[src/rtl/sipo_pkg.sv]
// Shared types and helpers for the framed serial-in/parallel-out deserialiser.
package sipo_pkg;

  typedef enum logic {
    IDLE = 1'b0,
    FILL = 1'b1
  } sipo_state_e;

  localparam bit MSB_FIRST_ORDER = 1'b1;
  localparam bit LSB_FIRST_ORDER = 1'b0;

  // Counter must hold 0..width inclusive.
  function automatic int cnt_width(input int width);
    return $clog2(width + 1);
  endfunction

endpackage

[src/rtl/sipo_bit_counter.sv]
// Per-frame bit counter: clear wins over increment, optional saturation at WIDTH.
module sipo_bit_counter
  import sipo_pkg::*;
#(
  parameter int WIDTH = 8,
  localparam int CW = cnt_width(WIDTH)
) (
  input  logic          clk,
  input  logic          rst,
  input  logic          inc,
  input  logic          clr,
  input  logic          sat_en,
  output logic [CW-1:0] count,
  output logic          full
);

  logic [CW-1:0] count_q, count_d;

  assign full  = (count_q == CW'(WIDTH));
  assign count = count_q;

  always_comb begin
    count_d = count_q;
    if (clr)
      count_d = '0;
    else if (inc && !(full && sat_en))
      count_d = full ? '0 : count_q + CW'(1);
  end

  always_ff @(posedge clk) begin
    if (rst) count_q <= '0;
    else     count_q <= count_d;
  end

endmodule

[src/rtl/sipo_framed_shiftreg.sv]
// Serial-to-parallel deserialiser with frame counting, auto/manual latch,
// valid/ack handshake and sticky overrun.
module sipo_framed_shiftreg
  import sipo_pkg::*;
#(
  parameter int WIDTH     = 8,
  parameter int MSB_FIRST = 1,
  localparam int CW = cnt_width(WIDTH)
) (
  input  logic             clk,
  input  logic             rst,
  input  logic             SI,
  input  logic             shift_en,
  input  logic             latch,
  input  logic             auto_mode,
  input  logic             frame_sync,
  input  logic             po_ack,
  output logic [WIDTH-1:0] PO,
  output logic             po_valid,
  output logic [CW-1:0]    bit_cnt,
  output logic             overrun
);

  sipo_state_e      state_q, state_d;
  logic [WIDTH-1:0] sr_q, sr_d, sr_next;
  logic [WIDTH-1:0] po_q, po_d;
  logic             po_valid_q, po_valid_d;
  logic             overrun_q, overrun_d;
  logic             cnt_full, complete, latch_fire, cnt_clr;

  sipo_bit_counter #(.WIDTH(WIDTH)) u_cnt (
    .clk    (clk),
    .rst    (rst),
    .inc    (shift_en),
    .clr    (cnt_clr),
    .sat_en (1'b1),
    .count  (bit_cnt),
    .full   (cnt_full)
  );

  assign complete   = shift_en && (state_q == FILL) && (bit_cnt == CW'(WIDTH - 1));
  assign latch_fire = latch || (auto_mode && complete);
  assign cnt_clr    = latch_fire || frame_sync;

  always_comb begin
    sr_next = sr_q;
    if (shift_en) begin
      if (MSB_FIRST[0] == MSB_FIRST_ORDER) sr_next = {sr_q[WIDTH-2:0], SI};
      else                                 sr_next = {SI, sr_q[WIDTH-1:1]};
    end
    // Latch samples sr_next before frame_sync wipes the register.
    sr_d       = frame_sync ? '0 : sr_next;
    po_d       = latch_fire ? sr_next : po_q;
    po_valid_d = latch_fire ? 1'b1 : (po_ack ? 1'b0 : po_valid_q);
    overrun_d  = overrun_q || (latch_fire && po_valid_q && !po_ack);
  end

  always_comb begin
    state_d = state_q;
    case (state_q)
      IDLE: if (shift_en && !cnt_clr && !cnt_full) state_d = FILL;
      FILL: if (cnt_clr || complete)               state_d = IDLE;
      default:                                     state_d = IDLE;
    endcase
  end

  always_ff @(posedge clk) begin
    if (rst) begin
      state_q    <= IDLE;
      sr_q       <= '0;
      po_q       <= '0;
      po_valid_q <= 1'b0;
      overrun_q  <= 1'b0;
    end else begin
      state_q    <= state_d;
      sr_q       <= sr_d;
      po_q       <= po_d;
      po_valid_q <= po_valid_d;
      overrun_q  <= overrun_d;
    end
  end

  assign PO       = po_q;
  assign po_valid = po_valid_q;
  assign overrun  = overrun_q;

endmodule

[config.mk]
export PLATFORM = sky130hd
export DESIGN_NAME = sipo_framed_shiftreg
export DESIGN_NICKNAME = d
export VERILOG_FILES = /design/src/rtl/sipo_pkg.sv /design/src/rtl/sipo_bit_counter.sv /design/src/rtl/sipo_framed_shiftreg.sv
export SDC_FILE = /design/constraint.sdc
export NUM_CORES = 1
export LEC_CHECK = 0
export ABC_AREA = 1
export CAP_MARGIN = 5
export CORE_MARGIN = 3
export CORE_UTILIZATION = 52
export CTS_CLUSTER_DIAMETER = 150
export CTS_CLUSTER_SIZE = 30
export DETAILED_ROUTE_END_ITERATION = 8
export PLACE_DENSITY_LB_ADDON = 0.15
export SYNTH_ARGS = -nofsm -noshare
export SYNTH_HDL_FRONTEND = slang
export SYNTH_SLANG_ARGS = --single-unit
[constraint.sdc]
create_clock -name clk -period 2.9 [get_ports clk]
set_input_delay 0.58 -clock clk [delete_from_list [all_inputs] [get_ports clk]]
set_output_delay 0.58 -clock clk [all_outputs]
set_load 0.01 [all_outputs]
**After elaboration in Yosys (flattened, before gate mapping)**

Index checks and enable logic that the tools add are counted.

- Word-level logic and storage cells: 35
- RAM bits: 0
- Input bits: 8
- Output and inout port bits: 14
- Memory bits (read-only): 0
- Flip-flop bits (word level): 23
- Latch bits: 0
- Memories: 0

- Add/sub/neg operators: 1
- Equal/unequal tests: 2
- Bitwise logic cells: 1
- Shifts and indexed selects: 0
- Multiply operators: 0
- Reduce and logical (&&, ||, !) cells: 18
- Order comparisons: 0
- Div/mod/pow operators: 0
- Muxes and demuxes: 7

Operators with widths:

| operator | number |
|---|---|
| $logic_and 1x1->1 | 8 |
| $mux 8 | 1 |
| $add 4x1->4 const B | 1 |
| $eq 4x3->1 const B | 1 |
| $eq 4x4->1 const B | 1 |
| $logic_or 1x1->1 | 4 |
| $mux 1 | 4 |
| $mux 4 | 1 |
| $reduce_or 2->1 | 2 |
| $logic_not 1->1 | 3 |
| $pmux 1 s2 | 1 |
| $reduce_bool 2->1 | 1 |
| $not 1->1 | 1 |

**Depth between registers and ports, before layout**

- Depth after elaboration: 10
- Depth in mapped cells: 8
- Depth with buffers taken out: 8

**Modules after synthesis**

Synthesis repeated with hierarchy kept, for this count alone.

- Cells, all modules: 148
- Area, all modules: 1111.1 µm²

By module, submodules not included:

| module | cells each | area an instance (µm²) | times used | seq. area each (µm²) |
|---|---|---|---|---|
| sipo_framed_shiftreg | 109 | 850.8 | 1 | 380.4 |
| sipo_bit_counter | 39 | 260.2 | 1 | 80.1 |

**Worst setup path after synthesis**

OpenSTA, ideal clock, no wires.

- Kind: input -> register
- Start point: input shift_en
- End point: register po_q[0], in the netlist PO[0]
- Data arrival time: 1.229 ns
- Cell stages on the path: 8
- Required time: 2.787 ns
- Buffers on the path: 1
- Path slack: 1.558 ns
- Library setup time: 0.113 ns
- Path through: buf_6 nand2_4 nor2_4 nand3_4 nand2_4 inv_2 nor2_1 nor2_1

- Cells in the longest elaborated chain, start to end: 4
- Elaborated cells on any way between the ends: 5
- Those cells by class: 1 x mux; 4 x reduce/logical

Ends and longest elaborated chain:

| item | RTL line | RTL |
|---|---|---|
| from (decl) | sipo_framed_shiftreg.sv:13 | `input logic shift_en,` |
| $logic_and 1x1->1 (2 in a row) | sipo_framed_shiftreg.sv:41 | `assign complete = shift_en && (state_q == FILL) && (bit_cnt == CW'(WIDTH - 1));` |
| $logic_and 1x1->1 | sipo_framed_shiftreg.sv:42 | `assign latch_fire = latch \|\| (auto_mode && complete);` |
| $logic_or 1x1->1 | sipo_framed_shiftreg.sv:42 |  |
| to (signal assigned) | sipo_framed_shiftreg.sv:77 | `po_q <= po_d;` |
| to (decl) | sipo_framed_shiftreg.sv:26 | `logic [WIDTH-1:0] po_q, po_d;` |

Parallel ways exist; a longest one is shown, timed or not.
A chain may end at the register's enable or synchronous reset.

**Worst setup path in the final report**

- Start point: input shift_en
- End point: register po_q[1], in the netlist PO[1]

Same word-level chain as after synthesis.

==> metrics <==
antenna violations before repair=0; crit-path max FO=17; clock skew=0.00428 ns; max-slew violations=0; Slew headroom=63.7%; HPWL Detailed=1.55 mm; Worst Tran Pin Value=0.542 ns; Initial Util=56.6%; final setup fails=0; share of layout cells above drive strength 1=5.63%; CP arrival=2.11 ns; Worst-path clk slew=0.12 ns; CTS tree=yes; gpl congestion=0.851; cell at the slowest stage of the critical path=clkdlybuf4s50_1; cells along the critical path=clkdlybuf4s50_1, nand2_4, nor2_4, nand3_4, nand2_4, inv_2, nor2_1, nor2_1; Die Width=50.1 µm; initial DRC count=8; Worst-Skew Late Latency=0.30 ns; area delta synth->final=24.9%; n_diodes=0; global-route wire length before repair=3.33 mm; post-CTS setup buffers=0; DRC viols=0; commonest non-fill, non-tap cell in the layout=nor2_1; H-tree Lvls=1; Power Density=445 nW/µm²; synth unique cells=20; final-stage net count=171; RSZ-0062 raised after global routing=false; CP Data Required Time=3.12 ns; syn_area_per_cell=7.37 µm²; Ys Warns=0; Worst Hold Class=reg2reg; routed vias/inst=4.69; register bit total from synthesis=23; Max Cap Viol=0; wire length per cell=10.6 µm; Post-Syn Area=1010 µm²; CTS sink cnt=23; post-synthesis sequential area ratio=45.6%; full die area=2510 µm²; syn_nets=147; Overall Power=0.561 mW; Routed WL=1.96 mm; Longest Clk Path Bufs=2; Final min period=1.90 ns; total gr overflow=0; Die Y=50.1 µm; Multi-input gate area=435 µm²; number of CTS-inserted buffers=3; Min Hold Slack=0.475 ns; Core ar.=1780 µm²; Register Area=460 µm²; setup ws final=1.00 ns; GR Util All Layers=17.6%; leakage dissipation=0.571 nW; CP endpoint kind=flop; maximum vdd drop=0.345 mV; vias in the first global route=792; Clk Tree Root Cell=clkbuf_4; status=finished clean; Hold Fails Final Rpt=0; Post-Place Worst Slack=0.660 ns; maximum clock frequency=0.528 GHz; post-cts gate resize count=0; Port-buffer cells=21; max incr delay on CP=0.81 ns; period utilization=65.4%; setup TNS=0 ns; FP Rows=15; largest net degree at the start of global routing=18; I/O pin cnt=22; DR vias=867; cell count after synthesis=137; filler instances=160; startpoint types=input pin; worst setup path category=in2reg; 1st-pass router iterations=3; hold_buf cts=0; most frequent cells in the layout=nor2_1 (30), inv_1 (24), dfxtp_1 (23), nand2_1 (23), clkdlybuf4s50_1 (21); ANT nets after route=0
-- through the flow --
step	utilization [%]	instances	instance area (µm²)
5_1_grt	70.7	185	1260
6_report	70.7	185	1260
2_1_floorplan	-	137	1010
3_5_place_dp	69.3	181	1230
3_3_place_gp	69.3	181	1230
4_1_cts	70.7	185	1260
-- registers in the layout, summed over array words and instances, names as in the netlist --
| signal | count |
|---|---|
| PO | 8 |
| overrun | 1 |
| po_valid | 1 |
| sr_q | 8 |
| state_q | 1 |
| u_cnt.count | 4 |
-- routing by layer --
| metal | GRT usage [%] | part of all wire [%] |
|---|---|---|
| met5 | 0 | 0 |
| met4 | 8.29 | 1.5 |
| met3 | 5.14 | 5.2 |
| met2 | 30.7 | 48 |
| met1 | 19.1 | 45 |
-- power by group --
group / switching [mW] / leakage [nW] / internal, mW
Sequential: 0.00642 / 0.188 / 0.329
Clock: 0.0913 / 0.0150 / 0.0536
Combinational: 0.0417 / 0.368 / 0.0391
-- synthesized netlist by cell type, drive strengths merged --
cell type  count  share of area [%]
a21oi          6                3.3
and2           1               0.62
buf            2                1.6
clkinv         1               0.37
dfxtp         23                 46
ha             2                2.5
inv           25                9.3
mux2i          1               0.99
nand2         25                 11
nand3          4                3.2
nand3b         6                4.5
nor2          31                 12
nor3           2               0.99
o21ai          8                4.0
-- worst paths after layout --
check                              start                 end  slack, ns  cells after the start
max                             shift_en  PO[1]$_SDFFE_PP0P_       1.00                      8
min                   overrun$_SDFF_PP0_  overrun$_SDFF_PP0_       0.48                      2
max reg2reg  u_cnt.count[1]$_SDFFE_PP0P_  PO[1]$_SDFFE_PP0P_       1.49                      8
min reg2reg           overrun$_SDFF_PP0_  overrun$_SDFF_PP0_       0.48                      2
-- final cells by class --
type                    instances  share of cell area [%]
well taps                      25                    2.48
multi-input cells              86                    34.5
repair buffers                 21                    16.7
clock buffers                   4                    2.08
flip-flops and latches         23                    36.5
inverters                      26                    7.74
-- critical path, delay by kind of cell --
kind,cells,cell delay [ns]
buffers and inverters,2,0.88
and+or+nand+nor,6,0.64
-- logic make-up (layout without fill, tap and decap cells) --
| family | after synthesis | in the layout | synth area share, % |
|---|---|---|---|
| flops | 23 | 23 | 45.6 |
| buf+inv | 28 | 51 | 11.3 |
| mux | 1 | 1 | 0.991 |
| simple gates | 69 | 69 | 32.3 |
| compound gates | 14 | 14 | 7.31 |
| fa+ha+maj | 2 | 2 | 2.48 |
(Power assumes the default switching activity.)
==> RTL change: new RTL, same settings <==
Reset style: asynchronous (`rst`), changed in 2 clocked blocks.
--- a/src/rtl/sipo_bit_counter.sv
+++ b/src/rtl/sipo_bit_counter.sv
@@ -27,7 +27,7 @@
       count_d = full ? '0 : count_q + CW'(1);
   end
 
-  always_ff @(posedge clk) begin
+  always_ff @(posedge clk or posedge rst) begin
     if (rst) count_q <= '0;
     else     count_q <= count_d;
   end
--- a/src/rtl/sipo_framed_shiftreg.sv
+++ b/src/rtl/sipo_framed_shiftreg.sv
@@ -64,7 +64,7 @@
     endcase
   end
 
-  always_ff @(posedge clk) begin
+  always_ff @(posedge clk or posedge rst) begin
     if (rst) begin
       state_q    <= IDLE;
       sr_q       <= '0;
Formal check against the unedited RTL: differs if rst is asserted again (counterexample within 4 cycles, from zero or initial values and one cycle with rst high); with rst held inactive, the same outputs for 10 cycles.
==> RTL change against the original RTL <==
- cell count down 21%
- die area up 3.4%
- register-to-register slack got worse by 410 ps
- largest cell class unchanged
- global-route usage shrank 0.26 points
- synthesized area rose by 3.8%
- sequential share of layout area grew 8.2 points
- highest routed layer unchanged
- worst setup slack better by 19 ps
- critical path depth fell by 7
- cell area increased by 2.0%
- routed wire length shrank 7.2%
- sequential cell count stayed put
- power fell by 4.1%
- maximum frequency up 1.0%
==> RTL change: results (changes against the original RTL) <==
status = complete, no violations (unchanged)
relative slew slack = 0.422 (was 0.637)
global-route met2 utilization = 0.296 (was 0.307)
Post-Synth Adder-Cell Area = 0.0239 (was 0.0248)
Switching Share = 0.241 (was 0.249)
gpl congestion = 0.782 (was 0.851)
dpl cell area = 1260 um^2 (was 1230 um^2)
Seq/Total Area, Yosys = 0.549 (was 0.456)
Main synth FF type = dfrtp_1 (was dfxtp_1)
pin count of the biggest net entering global routing = 24 (was 18)
Routed Wire Length = 1820 um (was 1960 um)
met3 usage = 0.0204 (was 0.0514)
P_leak = 0.611 nW (was 0.571 nW)
DP HPWL = 1370 um (was 1550 um)
DR iter-0 viols = 12 (was 8)
mux cell area share after synthesis = 0.0764 (was 0.00991)
Fillers = 150 (was 160)
first-pass GRT wire length = 3370 um (was 3330 um)
VDD IR max = 298 uV (was 345 uV)
drt pass-1 iters = 4 (was 3)
share of synthesized flip-flops with an asynchronous set or reset = 1.00 (was 0)
Clock Power Share = 0.270 (was 0.259)
synth warn = 0 (unchanged)
reg2reg setup slack = 1080 ps (was 1490 ps)
post-synthesis compound-gate area fraction = 0.103 (was 0.0731)
Synthesized Nets = 110 (was 147)
clk_skew = 6.26 ps (was 4.28 ps)
Post-synth top cells = dfrtp_1 (23), nand2_1 (19), nor2_1 (12) (was nor2_1 (30), inv_1 (24), dfxtp_1 (23), nand2_1 (23), o21ai_0 (8))
largest fanout on the critical path = 3 (was 17)
sequential share of power = 0.617 (was 0.597)
synth top area cells = dfrtp_1 (55%), mux2i_1 (7.6%), nand2_1 (6.8%), o21ai_2 (6.7%), nor2_1 (4.3%) (was dfxtp_1 (46%), nor2_1 (11%), inv_1 (8.9%), nand2_1 (8.6%), nand3b_1 (4.5%))
total track usage = 0.173 (was 0.176)
Final Net Count = 133 (was 171)
vias in the first global route = 783 (was 792)
Post-Synth XOR/XNOR Area = 0.00835 (was 0)
Critical Path AT = 1300 ps (was 2110 ps)
Synth cell types = 18 (was 20)
Power Density = 418 nW/um^2 (was 445 nW/um^2)
share of layout cells above drive strength 1 = 0.131 (was 0.0563)
-- RTL change: cell types whose count changed in the layout (fill, tap and decap cells not counted), moves of 2 or more --
cell      change
nand3b_1      -6
inv_1        -14
nand4_1       +2
o21ai_2       +8
o21ai_0       -6
dfrtp_1      +23
dfxtp_1      -23
a21oi_1       -5
nand2_1       -4
nor2_1       -18
mux2i_1       +7
-- RTL change: per-stage QoR --
step | worst slack, ps | hold WS, ps | util | std cells
after floorplan | 1530 | 502 | - | 100
after global placement | 753 | 462 | 0.692 | 143
after CTS | 1000 | 498 | 0.707 | 147
final | 1020 | 494 | 0.707 | 147
after global routing | 894 | 516 | 0.707 | 147
after detailed placement | 675 | 468 | 0.692 | 143
-- RTL change: worst paths after layout --
path,startpoint,endpoint,depth (start not counted)
setup / recovery,u_cnt.count[2],bit_cnt[2],1
hold / removal,PO[4],PO[4],2
setup reg to reg,u_cnt.count[0],state_q,6
hold reg to reg,PO[4],PO[4],2
max in group asynchronous,rst,PO[5],2
min in group asynchronous,rst,overrun,2
-- RTL change: layout make-up --
class                           instances  area, um^2  area share
Sequential cell                        23         576       0.447
Multi-Input combinational cell         63         398       0.309
Timing Repair Buffer                   22         218       0.169
Inverter                               10        37.5      0.0292
Tap cell                               25        31.3      0.0243
Clock buffer                            4        26.3      0.0204
-- RTL change: per-layer routing --
metal | share of wire | vias to the layer above
met3 | 0.028 | 4
met4 | 0.026 | 0
li1 | - | 365
met1 | 0.44 | 348
met5 | 0 | -
met2 | 0.50 | 12
-- RTL change: tightest hold or removal path, cell delays in order (launching register included) --
cell	delay (ps)
dfrtp_1	360
nand2_1	60
o21ai_2	50
